**config.mk**
```make
export PLATFORM = sky130hd
export DESIGN_NAME = onehot_splitter
export DESIGN_NICKNAME = d
export VERILOG_FILES = /design/src/rtl/onehot_splitter.sv
export SDC_FILE = /design/constraint.sdc
export NUM_CORES = 1
export LEC_CHECK = 0
export CAP_MARGIN = 5
export CORE_ASPECT_RATIO = 0.7
export CORE_UTILIZATION = 48
export CTS_CLUSTER_DIAMETER = 100
export DETAILED_ROUTE_END_ITERATION = 12
export GPL_TIMING_DRIVEN = 0
export PLACE_DENSITY = 0.88
export SYNTH_ARGS = -nofsm -noshare
export SYNTH_HDL_FRONTEND = slang
export SYNTH_SLANG_ARGS = --single-unit
```
**constraint.sdc**
```tcl
create_clock -name clk -period 5.04 [get_ports clk]
set_input_delay 1.512 -clock clk [delete_from_list [all_inputs] [get_ports clk]]
set_output_delay 1.512 -clock clk [all_outputs]
set_load 0.02 [all_outputs]
```
**src/rtl/onehot_splitter.sv**
```systemverilog
// onehot_splitter: decomposes a word into a stream of one-hot masks, lowest set bit first
module onehot_splitter #(
  parameter int WIDTH = 32,
  parameter int IDX_W = 5
) (
  input  logic             clk,
  input  logic             rst,
  input  logic             in_valid,
  output logic             in_ready,
  input  logic [WIDTH-1:0] in_data,
  output logic             out_valid,
  input  logic             out_ready,
  output logic [WIDTH-1:0] out_mask,
  output logic [IDX_W-1:0] out_index,
  output logic             out_last
);
  typedef enum logic {IDLE, EMIT} state_t;
  state_t state, state_nxt;
  logic [WIDTH-1:0] res, res_nxt, rest;
  logic [IDX_W-1:0] low_idx;
  logic emit, beat, take;
  assign rest = res & (res - WIDTH'(1));
  always_comb begin
    low_idx = '0;
    for (int i = WIDTH - 1; i >= 0; i--)
      if (res[i]) low_idx = IDX_W'(i);
  end
  assign emit      = !rst && state == EMIT;
  assign out_valid = emit;
  assign out_mask  = emit ? res & (~res + WIDTH'(1)) : '0;
  assign out_index = emit ? low_idx : '0;
  assign out_last  = emit && rest == '0;
  assign beat      = out_valid && out_ready;
  // the last-beat handshake reopens the input so words can run back-to-back
  assign in_ready  = !rst && (state == IDLE || (beat && out_last));
  assign take      = in_valid && in_ready;
  always_comb begin
    state_nxt = take ? EMIT : (beat && out_last) ? IDLE : state;
    res_nxt   = take ? in_data : beat ? rest : res;
  end
  always_ff @(posedge clk) begin
    if (rst) begin
      state <= IDLE;
      res   <= '0;
    end else begin
      state <= state_nxt;
      res   <= res_nxt;
    end
  end
endmodule

```
==> results of run 1 <==
## worst max path at each step
stage | end | cells past startpoint
4_1_cts | out_mask[14] | 9
2_1_floorplan | out_last | 7
6_report | out_mask[31] | 6
3_3_place_gp | out_last | 9
3_5_place_dp | out_last | 9
5_1_grt | in_ready | 11
## layout by cell type (no fill, tap or decap), types with 6 or more instances in the layout
master and n:
a31o_1 8, dfxtp_1 33, nor3_1 23, a21oi_1 33, clkdlybuf4s50_1 65, buf_2 7
nor4_1 13, and2_1 8, or3_1 7, nand2_1 52, o211ai_1 7, clkbuf_1 25
dlygate4sd2_1 7, o21ai_0 7, and3_1 12, nand3_1 11, o311ai_0 6, inv_1 10
nor2_1 33
## worst min-delay path: stages, from the launching register on
cell and delay [ns]:
dfxtp_1 0.34, nand2_1 0.07, a32oi_1 0.09, nor2_1 0.07
## area by class of cell
cell class | count | area, sq um | share of cell area, %
multi-input cells | 294 | 1775 | 49.70
repair buffers | 79 | 770.7 | 21.58
flip-flops and latches | 33 | 660.6 | 18.49
plain buffers | 34 | 151.4 | 4.238
well taps | 69 | 86.33 | 2.417
clock buffers | 6 | 72.57 | 2.032
inverters | 12 | 45.04 | 1.261
clock inverters | 2 | 10.01 | 0.2802
## power by group
part | switching [uW] | internal [uW]
sequential | 17.5 | 276
clock | 103 | 95.8
combinational | 184 | 120
total | 304 | 492
## kinds of logic after synthesis
kind of cell               count (synthesis)  share of synthesized area, %
and+or+nand+nor                          190                         38.22
AOI/OAI and AO/OA                        100                         26.87
adders and majority gates                  2                        0.7801
muxes                                      2                        0.7801
buffers and inverters                     47                         7.606
DFF                                       33                         25.74
## cell usage after synthesis, types with 2 or more instances
| master | instances | share of area (%) |
|---|---|---|
| nand3_1 | 11 | 2.1 |
| nor2_1 | 34 | 5.0 |
| mux2i_1 | 2 | 0.78 |
| o41ai_1 | 4 | 1.4 |
| o21ai_0 | 7 | 1.4 |
| nand2b_1 | 3 | 0.73 |
| o211ai_1 | 7 | 2.0 |
| inv_1 | 12 | 1.8 |
| o311ai_0 | 6 | 2.0 |
| nand2_1 | 53 | 7.8 |
| nor3_1 | 26 | 5.1 |
| or3_1 | 7 | 1.7 |
| nand4_1 | 2 | 0.49 |
| a21oi_1 | 33 | 6.4 |
| nand3b_1 | 3 | 0.88 |
| buf_2 | 6 | 1.2 |
| a31o_1 | 8 | 2.7 |
| nor3b_1 | 2 | 0.58 |
| a221oi_1 | 2 | 0.68 |
| or4_1 | 5 | 1.5 |
| dfxtp_1 | 33 | 26 |
| clkbuf_1 | 27 | 3.9 |
| a22oi_1 | 2 | 0.58 |
| a31oi_1 | 4 | 0.97 |
| nor4_1 | 15 | 3.7 |
| and3_1 | 12 | 2.9 |
| o31ai_1 | 3 | 0.88 |
| or4_4 | 2 | 0.88 |
| a211oi_1 | 5 | 1.5 |
| o21a_1 | 4 | 1.2 |
| a21boi_0 | 3 | 0.88 |
| maj3_1 | 2 | 0.78 |
| and2_1 | 8 | 2.0 |
## registers in the layout, indices dropped and copies added, names as in the netlist
name,count
state,1
res,32
## per-layer routing
layer	GRT usage, %	vias to the layer above	share of wire, %
met5	0	-	0
met1	51.68	1534	45
met4	13.10	0	2.9
met2	49.52	235	41
met3	9.567	36	11
li1	-	1558	-
## through the flow
stage | utilization, % | instances | setup TNS (ns) | power, uW | hold WS [ns]
6_report | 71.93 | 529 | 0 | 796.3 | 0.6006
4_1_cts | 70.82 | 529 | 0 | 770.4 | 0.5823
2_1_floorplan | - | 374 | 0 | 474.8 | 0.5126
5_1_grt | 71.93 | 529 | -0.004506 | 833.8 | 0.6405
3_3_place_gp | 68.53 | 518 | -11.94 | 570.0 | 0.5502
3_5_place_dp | 68.53 | 518 | -11.73 | 573.2 | 0.5636
## repair_timing
action | CTS | global route
endpoints found under the hold margin | 0 | 0
setup buffers | 3 | 1
resized for setup | 22 | 13
cloned | 0 | 0
hold buffers | 0 | 0
endpoints found under the setup margin | 33 | 8
pin swaps | 2 | 2
==> impl_metrics.yaml, run 1 <==
run_status:
  status: "completed"
worst_setup_path:
  worstSetupStartpointType: "primary input"
  cp_data_required_time_ns: 3.53
  cpLargestDelayFamily: "buffers and inverters"
  cpMaxStageDelayCell: "clkdlybuf4s50_1"
  cp_num_buf_inv: 4
  critPathMaxFanout: 10
  endpoint_kind: "output port"
  path_class: "in2out"
  crit_path_max_incr_delay_ns: 0.67
  worstPathCellList: "dlygate4sd2_1, inv_2, nand2_2, clkbuf_2, nor4_1, clkdlybuf4s50_1"
  startpoint: "rst"
  timing.rr.end: "res[29]$_SDFFE_PP0P_"
  r2r_slack_ns: 1.60
  cp.arrival_ns: 3.43
  r2r-start: "res[17]$_SDFFE_PP0P_"
  rr_worst_depth: 12
timing:
  post-route-min-period_ns: 4.941
  setup_viol_count_final: 0
  drv_slew: 0
  setup_slack_ns: 0.09931
  max_freq_ghz: 0.2024
  fin_crit_sh_pct: 98.03
  tightest_slew_ns: 0.6900
  slew-limit-headroom_pct: 54.00
  fin_worst_skew_ns: 0.006345
  finalHoldViolations: 0
routing:
  vias: 3363
  ant_nets: 0
  drt-total-wl_mm: 9.726
  viasPerCell: 6.357
  drt_iter0_markers: 393
  firstDrtPassIters: 5
  drc: 0
  wl_per_cell_um: 18.39
placement:
  globalplace.congestion: 0.9693
  dpl_cell_area_sq_um: 3403
  io_buffers: 75
  detailed_place_hpwl_mm: 7.151
  dp_slack_ns: -0.8020
die:
  num_rows: 21
  core_sq_um: 4966
  die_h_um: 63.18
  start_util_pct: 51.68
  die_x_um: 89.39
  ios: 76
  die-area_sq_um: 5647
global_route:
  antenna_found_initial: 0
  grt_pass1_vias: 3069
  grtUsageTotal_pct: 35.59
  grt_max_degree: 11
  overflow: 0
  grt_pass1_wl_mm: 15.25
worst_hold_path:
  min-delay-start: "state$_SDFFE_PP0P_"
  hold_path_end: "res[0]$_SDFFE_PP0P_"
  hold_class: "reg2reg"
  hold_depth: 3
clock_tree:
  clock_sinks: 33
  cts_root_buf: "clkbuf_8"
  cts.clk_slew.worst_paths_ns: 0.07
  htree_num_levels: 2
  cts.path.max_buffers: 2
  insertion_delay_ns: 0.29
  cts_tree: "built"
  numCtsBuffers: 5
flow_run:
  maxCapViolCount: 0
logic_synthesis:
  ys_types: 54
  avgSynthCellArea_sq_um: 6.862
  async_reset_ff_share_pct: 0
  syn_area_sq_um: 2566
  yosys_warnings: 0
  synth_fp_nets: 410
  seq_area_frac_synth_pct: 25.74
  synth_edf_count: 0
  synthCells: 374
  synthFlopType: "dfxtp_1"
  ys_seq_elements: 33
final_layout:
  syn_to_final_growth_pct: 39.20
  post-route-cell-area_sq_um: 3572
  drive_gt1_share_pct: 9.348
  fillCellCount: 427
  nets: 495
  diodes: 0
pwr:
  power_density_nw_per_um2: 222.9
  ir_worst_vdd_v: 0.0001363
  leakage_uw: 0.001310
Note: power is estimated with default switching activity, not from simulation.
==> run 2, diff against run 1 <==
--- a/config.mk
+++ b/config.mk
@@ -12,6 +12,7 @@
 export DETAILED_ROUTE_END_ITERATION = 12
 export GPL_TIMING_DRIVEN = 0
 export PLACE_DENSITY = 0.88
+export SLEW_MARGIN = 20
 export SYNTH_ARGS = -nofsm -noshare
 export SYNTH_HDL_FRONTEND = slang
 export SYNTH_SLANG_ARGS = --single-unit
==> results of run 2 <==
Final layout, timing and power as in run 1 (identical DEF).
